### config.mk
export PLATFORM = sky130hd
export DESIGN_NAME = param_restoring_divider
export DESIGN_NICKNAME = d
export VERILOG_FILES = /design/src/rtl/param_restoring_divider.sv
export SDC_FILE = /design/constraint.sdc
export NUM_CORES = 1
export LEC_CHECK = 0
export BUFFER_PORTS_ARGS = -buffer_cell sky130_fd_sc_hd__buf_2
export CORE_UTILIZATION = 50
export CTS_CLUSTER_DIAMETER = 100
export CTS_CLUSTER_SIZE = 30
export DETAILED_ROUTE_END_ITERATION = 7
export GPL_TIMING_DRIVEN = 0
export PLACE_DENSITY = 0.71
export SETUP_SLACK_MARGIN = 0.02
export SYNTH_ARGS = -nofsm -noshare
export SYNTH_HDL_FRONTEND = slang
export SYNTH_SLANG_ARGS = --single-unit
export TNS_END_PERCENT = 50
### constraint.sdc
create_clock -name clk -period 3.96 [get_ports clk]
set_clock_uncertainty 0.05 [all_clocks]
set_input_delay 0.396 -clock clk [delete_from_list [all_inputs] [get_ports clk]]
set_output_delay 0.396 -clock clk [all_outputs]
set_load 0.005 [all_outputs]
### src/rtl/param_restoring_divider.sv
// -----------------------------------------------------------------------------
// param_restoring_divider
//
// Multi-cycle restoring divider computing
//     Q = floor(A * 2^SHIFT / B),  R = (A * 2^SHIFT) mod B
// retiring BPC (1 or 2) quotient bits per cycle over ITER = QW/BPC cycles.
// This is the mantissa divide engine of the FP divide datapath; the default
// parameters give 53-bit mantissas and a 56-bit quotient with guard/round/
// sticky headroom.
//
// Parameters
//   W      operand width of A and B, and width of R
//   QW     quotient width (multiple of BPC)
//   SHIFT  left shift applied to A (SHIFT <= QW)
//   BPC    quotient bits per cycle (1 or 2)
//   TAG_W  sideband tag width (>= 1)
//
// Ports
//   clk, reset                 clock, synchronous active-high reset
//   in_valid / in_ready        operand handshake (in_ready combinational)
//   dividend, divisor, tag_in  operands A, B and pass-through tag
//   out_valid / out_ready      result handshake with backpressure
//   quotient, remainder        Q and R
//   sticky                     |R
//   dbz                        divisor was zero (Q = all ones, R = 0)
//   ovf                        quotient would not fit QW bits (Q = all ones)
//   tag_out                    tag captured with the operands of this result
// -----------------------------------------------------------------------------
module param_restoring_divider #(
    parameter int W     = 53,
    parameter int QW    = 56,
    parameter int SHIFT = 55,
    parameter int BPC   = 1,
    parameter int TAG_W = 4
) (
    input  logic             clk,
    input  logic             reset,
    input  logic             in_valid,
    output logic             in_ready,
    input  logic [W-1:0]     dividend,
    input  logic [W-1:0]     divisor,
    input  logic [TAG_W-1:0] tag_in,
    output logic             out_valid,
    input  logic             out_ready,
    output logic [QW-1:0]    quotient,
    output logic [W-1:0]     remainder,
    output logic             sticky,
    output logic             dbz,
    output logic             ovf,
    output logic [TAG_W-1:0] tag_out
);

    localparam int ITER  = QW / BPC;
    localparam int CNT_W = $clog2(ITER + 1);
    // Wide enough to hold A << SHIFT for any legal SHIFT <= QW.
    localparam int LW    = W + QW;

    localparam logic [1:0] ST_IDLE = 2'd0;
    localparam logic [1:0] ST_CALC = 2'd1;
    localparam logic [1:0] ST_DONE = 2'd2;

    logic [1:0]       state_q,     state_d;
    logic [CNT_W-1:0] cnt_q,       cnt_d;
    logic [W-1:0]     p_q,         p_d;       // partial remainder
    logic [W-1:0]     b_q,         b_d;       // captured divisor
    logic [QW-1:0]    qsr_q,       qsr_d;     // dividend bits out / quotient bits in
    logic [TAG_W-1:0] tag_q,       tag_d;
    logic [QW-1:0]    quotient_q,  quotient_d;
    logic [W-1:0]     remainder_q, remainder_d;
    logic             sticky_q,    sticky_d;
    logic             dbz_q,       dbz_d;
    logic             ovf_q,       ovf_d;
    logic [TAG_W-1:0] tag_out_q,   tag_out_d;

    logic             accept;
    logic [LW-1:0]    load_ext;
    logic [W-1:0]     p0;
    logic [QW-1:0]    qsr0;

    // -------------------------------------------------------------------------
    // Handshake
    // -------------------------------------------------------------------------
    always_comb begin
        in_ready = 1'b0;
        if (!reset) begin
            if (state_q == ST_IDLE) begin
                in_ready = 1'b1;
            end else if (state_q == ST_DONE) begin
                in_ready = out_ready;
            end
        end
    end

    assign accept    = in_valid && in_ready;
    assign out_valid = (state_q == ST_DONE);

    // -------------------------------------------------------------------------
    // Load value {A, SHIFT zeros}: the part above bit QW is the initial partial
    // remainder, the low QW bits are consumed MSB first by the shift register.
    // -------------------------------------------------------------------------
    assign load_ext = LW'(dividend) << SHIFT;
    assign p0       = load_ext[LW-1:QW];
    assign qsr0     = load_ext[QW-1:0];

    // -------------------------------------------------------------------------
    // BPC restoring steps chained combinationally. Each step shifts the next
    // dividend bit into the remainder, trial-subtracts B and keeps the
    // difference when it is non-negative. The quotient bit enters the LSB of
    // the same register the dividend bit left from its MSB.
    // -------------------------------------------------------------------------
    logic [W-1:0]  p_stage  [BPC+1];
    logic [QW-1:0] sr_stage [BPC+1];

    assign p_stage[0]  = p_q;
    assign sr_stage[0] = qsr_q;

    generate
        for (genvar gi = 0; gi < BPC; gi++) begin : g_step
            logic [W:0] pp;
            logic [W:0] dd;
            logic       qb;

            assign pp = {p_stage[gi], sr_stage[gi][QW-1]};
            assign dd = pp - {1'b0, b_q};
            // With P < B, P' < 2B, so bit W of the difference is a clean sign.
            assign qb = ~dd[W];
            assign p_stage[gi+1]  = qb ? dd[W-1:0] : pp[W-1:0];
            assign sr_stage[gi+1] = (sr_stage[gi] << 1) | QW'(qb);
        end
    endgenerate

    // -------------------------------------------------------------------------
    // Next-state logic
    // -------------------------------------------------------------------------
    always_comb begin
        state_d     = state_q;
        cnt_d       = cnt_q;
        p_d         = p_q;
        b_d         = b_q;
        qsr_d       = qsr_q;
        tag_d       = tag_q;
        quotient_d  = quotient_q;
        remainder_d = remainder_q;
        sticky_d    = sticky_q;
        dbz_d       = dbz_q;
        ovf_d       = ovf_q;
        tag_out_d   = tag_out_q;

        case (state_q)
            ST_IDLE: begin
                // Loads are handled below, shared with the DONE same-edge accept.
            end
            ST_CALC: begin
                p_d   = p_stage[BPC];
                qsr_d = sr_stage[BPC];
                cnt_d = cnt_q - CNT_W'(1);
                if (cnt_q == CNT_W'(1)) begin
                    state_d     = ST_DONE;
                    quotient_d  = sr_stage[BPC];
                    remainder_d = p_stage[BPC];
                    sticky_d    = |p_stage[BPC];
                    dbz_d       = 1'b0;
                    ovf_d       = 1'b0;
                    tag_out_d   = tag_q;
                end
            end
            ST_DONE: begin
                if (out_ready && !in_valid) begin
                    state_d = ST_IDLE;
                end
            end
            default: begin
                state_d = ST_IDLE;
            end
        endcase

        // A new operation may start from IDLE or on the same edge a result
        // transfers out of DONE; in_ready already encodes both cases.
        if (accept) begin
            b_d   = divisor;
            tag_d = tag_in;
            p_d   = p0;
            qsr_d = qsr0;
            if (divisor == '0) begin
                state_d     = ST_DONE;
                cnt_d       = '0;
                quotient_d  = '1;
                remainder_d = '0;
                sticky_d    = 1'b0;
                dbz_d       = 1'b1;
                ovf_d       = 1'b0;
                tag_out_d   = tag_in;
            end else if (p0 >= divisor) begin
                // First quotient bit would land above bit QW-1.
                state_d     = ST_DONE;
                cnt_d       = '0;
                quotient_d  = '1;
                remainder_d = '0;
                sticky_d    = 1'b0;
                dbz_d       = 1'b0;
                ovf_d       = 1'b1;
                tag_out_d   = tag_in;
            end else begin
                state_d = ST_CALC;
                cnt_d   = CNT_W'(ITER);
            end
        end
    end

    // -------------------------------------------------------------------------
    // State registers
    // -------------------------------------------------------------------------
    always_ff @(posedge clk) begin
        if (reset) begin
            state_q     <= ST_IDLE;
            cnt_q       <= '0;
            p_q         <= '0;
            b_q         <= '0;
            qsr_q       <= '0;
            tag_q       <= '0;
            quotient_q  <= '0;
            remainder_q <= '0;
            sticky_q    <= 1'b0;
            dbz_q       <= 1'b0;
            ovf_q       <= 1'b0;
            tag_out_q   <= '0;
        end else begin
            state_q     <= state_d;
            cnt_q       <= cnt_d;
            p_q         <= p_d;
            b_q         <= b_d;
            qsr_q       <= qsr_d;
            tag_q       <= tag_d;
            quotient_q  <= quotient_d;
            remainder_q <= remainder_d;
            sticky_q    <= sticky_d;
            dbz_q       <= dbz_d;
            ovf_q       <= ovf_d;
            tag_out_q   <= tag_out_d;
        end
    end

    assign quotient  = quotient_q;
    assign remainder = remainder_q;
    assign sticky    = sticky_q;
    assign dbz       = dbz_q;
    assign ovf       = ovf_q;
    assign tag_out   = tag_out_q;

endmodule

# Word-level counts from Yosys, hierarchy flattened
# Cells that the tools add are included.
[word_totals]
register_bits = 290
latch_bits = 0
ram_bits = 0
romBits = 0
in_bits = 114
out_inout_bits = 118
word_cells = 82
mem_count = 0
[classes]
n_addsub = 2
n_mul = 0
div = 0
order_cmp = 1
n_eq_ne = 6
n_shift = 0
mux = 48
n_bitwise = 2
n_reduce_logical = 9
[ops]
columns = ["operator", "n"]
rows = [
  ["$mux 56", 7],
  ["$mux 53", 6],
  ["$mux 52", 2],
  ["$or 56x1->56", 1],
  ["$sub 54x53->54", 1],
  ["$ge 52x53->1", 1],
  ["$logic_not 53->1", 1],
  ["$reduce_or 53->1", 1],
  ["$mux 6", 4],
  ["$mux 4", 5],
  ["$mux 1", 18],
  ["$mux 2", 5],
  ["$eq 6x1->1 const B", 1],
  ["$pmux 2 s3", 1],
  ["$sub 6x1->6 const B", 1],
  ["$ne 3x1->1 const B", 1],
  ["$ne 3x3->1 const B", 1],
  ["$reduce_and 3->1", 1],
  ["$eq 2x1->1 const B", 1],
  ["$eq 2x2->1 const B", 1],
  ["$logic_and 1x1->1", 2],
  ["$logic_not 2->1", 1],
  ["$ne 2x2->1 const B", 1],
  ["$reduce_bool 2->1", 1],
  ["3 further kinds", 3],
]

# Longest topological paths before layout
# Gate-level depths: netlist of run 1.
[logic_depth]
word_depth = 8
ltp_mapped = 16
depth_no_buf = 15

# Least setup slack after synthesis of run 1
# No wires, ideal clock.
[synth_timing]
path_kind = "register to register"
start = "reg qsr_q[55]"
end = "reg sticky_q, in the netlist sticky"
setup_time_ns = 0.127
arrival_time_ns = 3.167
t_required_ns = 3.783
slack_ns = 0.616
stages_incl_launch_ff = 15
path_buffers = 0
synth_period_minus_slack_ns = 3.344
cell_sequence = "dfxtp_1 > inv_1 > ha_1 > inv_1 > fa_1 > a21o_1 > a221o_2 > a21oi_4 > a21oi_1 > o311a_1 > or4_1 > o41ai_1 > nand4b_1 > nor4_1 > a21oi_1"
[synth_between]
elab_chain_len = 8
[synth_lines]
columns = ["item", "line_no", "source"]
rows = [
  ["from (decl)", "66", "logic [QW-1:0] qsr_q, qsr_d;"],
  ["from (signal assigned)", "232", "qsr_q <= qsr_d;"],
  ["$sub 54x53->54", "124", "assign dd = pp - {1'b0, b_q};"],
  ["$mux 53 (*)", "127", "assign p_stage[gi+1] = qb ? dd[W-1:0] : pp[W-1:0];"],
  ["$reduce_or 53->1 (*)", "161", "sticky_d = |p_stage[BPC];"],
  ["$mux 1 (*)", "157", "if (cnt_q == CNT_W'(1)) begin"],
  ["$mux 1 (*)", "149", "case (state_q)"],
  ["$mux 1", "193", "end else if (p0 >= divisor) begin"],
  ["$mux 1", "184", "if (divisor == '0) begin"],
  ["$mux 1 (*)", "179", "if (accept) begin"],
  ["to (signal assigned)", "236", "sticky_q <= sticky_d;"],
  ["to (decl)", "70", "logic sticky_q, sticky_d;"],
]
# Mark *: on every way between the ends. The rest lies on a longest branch, timed or not.
# A chain may end at the register's enable or synchronous reset.

# Worst setup path after layout of run 1
[layout_timing]
start = "reg p_q[6]"
end = "reg sticky_q, in the netlist sticky"
[layout_between]
elab_chain_len = 8
[layout_lines]
columns = ["item", "line_no", "source"]
rows = [
  ["from (decl)", "64", "logic [W-1:0] p_q, p_d;"],
  ["from (signal assigned)", "230", "p_q <= p_d;"],
  ["$sub 54x53->54", "124", ""],
  ["$mux 53 (*)", "127", ""],
  ["$reduce_or 53->1 (*)", "161", ""],
  ["$mux 1 (*)", "157", ""],
  ["$mux 1 (*)", "149", ""],
  ["$mux 1", "193", ""],
  ["$mux 1", "184", ""],
  ["$mux 1 (*)", "179", ""],
]
# Marks and branches as above.

==> results of run 1 <==
-- worst max-delay path by stage --
stage	startpoint	depth (start not counted)	to
after detailed placement	dividend[34]	14	tag_out[3]
final	p_q[6]	16	sticky
after global routing	qsr_q[55]	15	sticky
after floorplan	qsr_q[55]	14	sticky
after CTS	p_q[15]	16	sticky
after global placement	dividend[34]	10	remainder[26]
-- timing repair --
item | in CTS | in global routing
endpoints found under the setup margin | 149 | 126
pin swaps | 5 | 17
gates resized for setup | 20 | 55
endpoints found under the hold margin | 0 | 0
gates cloned | 0 | 0
buffers inserted | 4 | 9
-- cells in the mapped netlist (20+ instances only) --
cell type	count	area share, %
nand2_1	381	8.8
dfxtp_1	290	36
nor2_1	188	4.4
a21oi_1	162	5.0
inv_1	133	3.1
ha_1	107	8.3
clkbuf_1	106	2.5
a31oi_1	67	2.6
o21ai_0	65	2.0
o31ai_1	61	2.8
a211oi_1	53	2.5
a21o_1	48	2.2
a221oi_1	36	1.9
nand4_1	35	1.4
mux2i_1	33	2.0
xnor2_1	30	1.6
nor3_1	28	0.87
nor4_1	24	0.93
a22oi_1	20	0.93
-- cell type report --
class	count	area [µm²]	area share (%)
diodes	2	5.005	0.02661
plain buffers	131	545.5	2.900
clock buffers	17	425.4	2.262
clock inverters	7	77.57	0.4124
inverters	134	503.0	2.674
multi-input cells	1531	9652	51.31
flip-flops and latches	290	5809	30.89
well taps	402	503.0	2.674
repair buffers	246	1289	6.852
-- kinds of logic after synthesis --
family                   Yosys count  share of synthesized area (%)
buffers and inverters            268                          6.463
AO/OA/AOI/OAI                    605                          24.78
adder cells (fa/ha/maj)          108                          8.396
AND/OR/NAND/NOR                  736                          19.66
flip-flops                       290                          35.87
XOR/XNOR                          46                          2.489
multiplexers                      36                          2.342
-- per-layer routing --
layer	up-vias	routed length (µm)	global-route usage, %
li1	7924	-	-
met1	8119	26810	49.75
met2	731	27280	58.25
met3	125	5296	5.897
met4	0	2907	16.13
met5	-	0	0
-- per-stage QoR --
step                hold slack, ps  power [W]
floorplan                    386.4   0.005381
global placement             396.8   0.006425
detailed placement           397.5   0.006440
CTS                          30.81   0.008430
global route                 30.61   0.009069
finish                       35.09   0.008730
-- flip-flops by register name, summed over array words and instances, names as in the netlist, 2 cells and up --
register,count
b_q,53
quotient,56
remainder,53
tag_out,4
state_q,2
p_q,53
cnt_q,6
tag_q,4
qsr_q,56
-- report_power, final --
part	internal, W	leakage (nW)	switching (W)
clock	0.000818	0.243	0.00110
combinational	0.00131	5.30	0.00233
sequential	0.00305	2.36	0.000122
total	0.00518	7.90	0.00355
-- worst max-delay path, cell delays in order, from the launching register on --
cell and delay [ps]:
dfxtp_1 370, ha_1 290, buf_2 180, nand4_1 200
nor4_4 370, o211ai_1 220, nand4_1 230, and3_4 250
o21a_2 140, buf_6 130, nor2_4 40, buf_12 150
buf_4 150, mux2_4 330, nand4b_1 300, nor4_4 370
a21oi_1 100
==> results.yml, run 1 <==
clocking:
  h-tree-depth: 1
  path_clk_slew_ps: 110
  cts_tree: "done"
  clk_path_buf_depth: 3
  insertion_delay_ps: 530
  cts_root_buf: "clkbuf_16"
  hold_buffers: 0
  cts_num_sinks: 290
  cts_buffers: 16
timing:
  timing.final.ws_setup_ps: -43.98
  finalSetupViolCount: 5
  rsz0062_at_grt: "yes"
  max_freq_mhz: 249.8
  fin_crit_sh_pct: 101.1
  period_minus_slack_ps: 4004
  relSlewSlack_pct: 1.500
  drv_slew: 0
  tns_ps: -73.66
  tightest_slew_ps: 1464
  hold_viol: 0
pwr:
  ir_drop_mv: 0.3566
  power_density_nw_per_um2: 464.1
  leakagePower_nw: 7.903
synthesis:
  synth_edf_count: 0
  postSynthNetCount: 2311
  async_flop_share_pct: 0
  seq_area_frac_synth_pct: 35.87
  syn_inst: 2089
  synthDistinctLibCells: 80
  syn_area_um2: 16180
  synth_area_per_cell_um2: 7.747
  synth_ff_type: "dfxtp_1"
  ys_warn_count: 0
  synth_seq_cells: 290
critical_path:
  path_class: "reg -> reg"
  worst_setup_path_start_kind: "register"
  r2r-end: "sticky"
  r2r_cells: 16
  critPathArrivalTime_ps: 4380
  r2r_start: "p_q[6]"
  ff2ff_setup_slack_ps: -40
  critPathMaxFanout: 8
  required_ps: 4330
  end_kind: "register"
global_route:
  gr-usage-all-layers_pct: 36.90
  grt_max_degree: 31
  gr-total-overflow: 0
  antenna_found_initial: 2
  grt_pass1_vias: 16000
  grt_pass1_wl_um: 93260
die:
  start_util_pct: 51.03
  die-area_um2: 33090
  ioPinCount: 232
  core_area_um2: 31720
  die_w_um: 181.9
  row_count: 65
  dieHeight_um: 181.9
route:
  drc: 0
  drtIter0Drc: 1735
  routed_wl_um: 62300
  postRouteAntennaNets: 0
  vias: 16900
  vias_per_cell: 6.123
  wl_per_cell_um: 22.57
  drtPass1Iterations: 7
layout:
  final_cell_area_um2: 18810
  layout_commonest_cell: "nand2_1"
  fin_util_pct: 59.30
  drive_above_1_share_pct: 15.53
  final_nets: 2572
  layoutNonFillerInstCount: 2760
  final_cell_mix: "nand2_1, dfxtp_1, buf_2"
  fillers: 3030
  syn2layout_area_growth_pct: 16.22
place:
  dp.cells: 2724
  numPortBuffers: 231
  placed_area_um2: 17870
  dpl_worst_slack_ps: -914.2
  hpwl_um: 49260
  place_congestion: 1.018
worst_hold_path:
  hp-start: "divisor[17]"
  hold_class: "in -> reg"
  hold_end: "b_q[17]"
  whs_path_depth: 3
status:
  outcome: "finished with violations"
  violations: "capacitance limit, setup timing"
job:
  maxCapViolations: 1
(Power assumes the default switching activity.)
==> inputs of run 2 (changes only) <==
--- a/config.mk
+++ b/config.mk
@@ -6,13 +6,13 @@
 export NUM_CORES = 1
 export LEC_CHECK = 0
 export BUFFER_PORTS_ARGS = -buffer_cell sky130_fd_sc_hd__buf_2
-export CORE_UTILIZATION = 50
+export CORE_UTILIZATION = 25
 export CTS_CLUSTER_DIAMETER = 100
 export CTS_CLUSTER_SIZE = 30
 export DETAILED_ROUTE_END_ITERATION = 7
 export GPL_TIMING_DRIVEN = 0
-export PLACE_DENSITY = 0.71
 export SETUP_SLACK_MARGIN = 0.02
+export SLEW_MARGIN = 20
 export SYNTH_ARGS = -nofsm -noshare
 export SYNTH_HDL_FRONTEND = slang
 export SYNTH_SLANG_ARGS = --single-unit
==> constraint.sdc (replaced) <==
create_clock -name clk -period 3.7 [get_ports clk]
set_clock_uncertainty 0.05 [all_clocks]
set_input_delay 0.37 -clock clk [delete_from_list [all_inputs] [get_ports clk]]
set_output_delay 0.37 -clock clk [all_outputs]
set_load 0.005 [all_outputs]
==> run 2 against run 1 <==
The run ends with setup timing left; via count is 0.30% higher; clock-buffer cell count grew 3; global-route usage decreased by 16 points; total power is 20% higher; highest routed layer is now met5; clock power grew 27%.
==> results.yml, run 2 (synthesis results as in run 1) <==
status:
  outcome: "finished with violations"
  violations: "setup timing"
timing:
  hold_ws_ps: 3.952
  relSlewSlack_pct: 19.53
  timing.final.ws_setup_ps: -155.1
  drv_slew: 0
  period_minus_slack_ps: 3855
  finalSetupViolCount: 2
  tightest_slew_ps: 1203
  rsz0062_at_grt: "yes"
  max_freq_mhz: 259.4
  fin_crit_sh_pct: 104.2
  hold_viol: 0
critical_path:
  worst-path-buf-inv: 2
  end_kind: "register"
  critPathTopFamily: "simple AND/OR/NAND/NOR gates"
  ff2ff_setup_slack_ps: -160
  critical_path.slowest_cell: "ha_1"
  critPathArrivalTime_ps: 4250
  r2r_cells: 14
  path_depth: 14
  critPathMaxFanout: 8
  crit_end: "sticky"
  required_ps: 4090
  crit_start: "p_q[12]"
  r2r-end: "sticky"
  r2r_start: "p_q[12]"
  critPathMaxStageDelay_ps: 430
  worst_setup_path_start_kind: "register"
  path_cells: "ha_1, nand4_1, nor4_2, o211ai_1, nand4_1, and3_4, o21a_2, buf_6, nor2_4, buf_4, mux2_4, nand4b_1, nor4_2, a21oi_1"
  path_class: "reg -> reg"
global_route:
  grt_use_met1_pct: 28.40
  gr-usage-met3_pct: 3.766
  grt_max_degree: 31
  gr-usage-all-layers_pct: 20.43
  grt_pass1_wl_um: 102600
  grt_util_met2_pct: 31.78
  grt_pass1_vias: 15910
  grt-busiest-layer: "met2"
  gr-total-overflow: 0
  antenna_found_initial: 6
die:
  start_util_pct: 25.47
  die_w_um: 256.4
  dieHeight_um: 256.4
  core_area_um2: 63540
  row_count: 92
  die-area_um2: 65760
  ioPinCount: 232
layout:
  drive_above_1_share_pct: 19.92
  layout_commonest_cell: "nand2_1"
  final_nets: 2626
  final_cell_area_um2: 20530
  final_cell_mix: "nand2_1, dfxtp_1, buf_2"
  syn2layout_area_growth_pct: 26.84
  layoutNonFillerInstCount: 3263
  fillers: 6889
clocking:
  insertion_delay_ps: 560
  cts_tree: "done"
  h-tree-depth: 1
  cts_buffers: 18
  cts_num_sinks: 290
  path_clk_slew_ps: 110
  clk_path_buf_depth: 3
  cts_root_buf: "clkbuf_16"
place:
  dpl_worst_slack_ps: -1228
  hpwl_um: 54310
  dp.cells: 3168
  place_congestion: 0.9701
  placed_area_um2: 18430
  numPortBuffers: 231
route:
  vias: 16950
  drtIter0Drc: 1434
  wl_per_cell_um: 21.21
  routed_wl_um: 69190
  drtPass1Iterations: 5
  drc: 0
  vias_per_cell: 5.195
  postRouteAntennaNets: 0
pwr:
  leakagePower_nw: 8.328
  power_density_nw_per_um2: 509.3
  ir_drop_mv: 0.2959
worst_hold_path:
  hold_class: "in -> reg"
  hp-start: "divisor[24]"
job:
  maxCapViolations: 0
## run 2: cell count changes in the layout (fill, tap and decap cells not counted), sizes merged
cell / before / now
dlygate4sd3: 0 / 20
nor2: 189 / 190
buf: 271 / 307
inv: 137 / 140
clkbuf: 123 / 121
clkinvlp: 1 / 0
clkinv: 3 / 5
## run 2: tightest hold or removal path, stage by stage
cell	delay, ps
buf_2	110
nand2_1	50
o31ai_1	50
## run 2: timing repair
action	in CTS	in global routing
buffers inserted	29	22
endpoints found under the hold margin	23	0
gates cloned	1	0
hold buffers	20	0
pin swaps	23	26
endpoints found under the setup margin	161	118
resized for setup	83	113
## run 2: worst min path at each step
stage | to | cells past startpoint
floorplan | tag_q[0] | 2
global placement | tag_q[3] | 2
detailed placement | remainder[30] | 2
CTS | b_q[4] | 3
global route | b_q[6] | 3
finish | b_q[24] | 3
## run 2: metal layers
metal	share of wire, %	wire, µm	vias to the layer above
met5	0.039	27	-
met4	2.9	2041	4
met3	8.2	5686	104
met2	44	30210	699
met1	45	31230	8101
li1	-	-	8042
## run 2: layout make-up
class                      count  area (µm²)  area share [%]
clock inverter                11       187.7          0.9142
multi-input combinational   1532       10130           49.36
inverter                     134       503.0           2.450
sequential                   290        5827           28.38
tap                          846        1059           5.156
timing repair buffer         301        1768           8.612
antenna                        2       5.005         0.02438
clock buffer                  20       479.2           2.334
buffer                       127       566.8           2.761
## run 2: through the flow
step / utilization [%] / setup TNS (ps) / power, W
4_1_cts: 31.28 / -221.3 / 0.009811
2_1_floorplan: - / 0 / 0.005759
6_report: 32.31 / -209.0 / 0.01046
5_1_grt: 32.31 / -1160 / 0.01090
3_3_place_gp: 28.96 / -135140 / 0.006916
3_5_place_dp: 29.01 / -123120 / 0.006909
## run 2: report_power, final
group	switching [W]	total, W	internal [W]
registers	0.000136	0.00340	0.00327
logic	0.00276	0.00461	0.00185
clock network	0.00139	0.00244	0.00105
total	0.00429	0.0105	0.00617
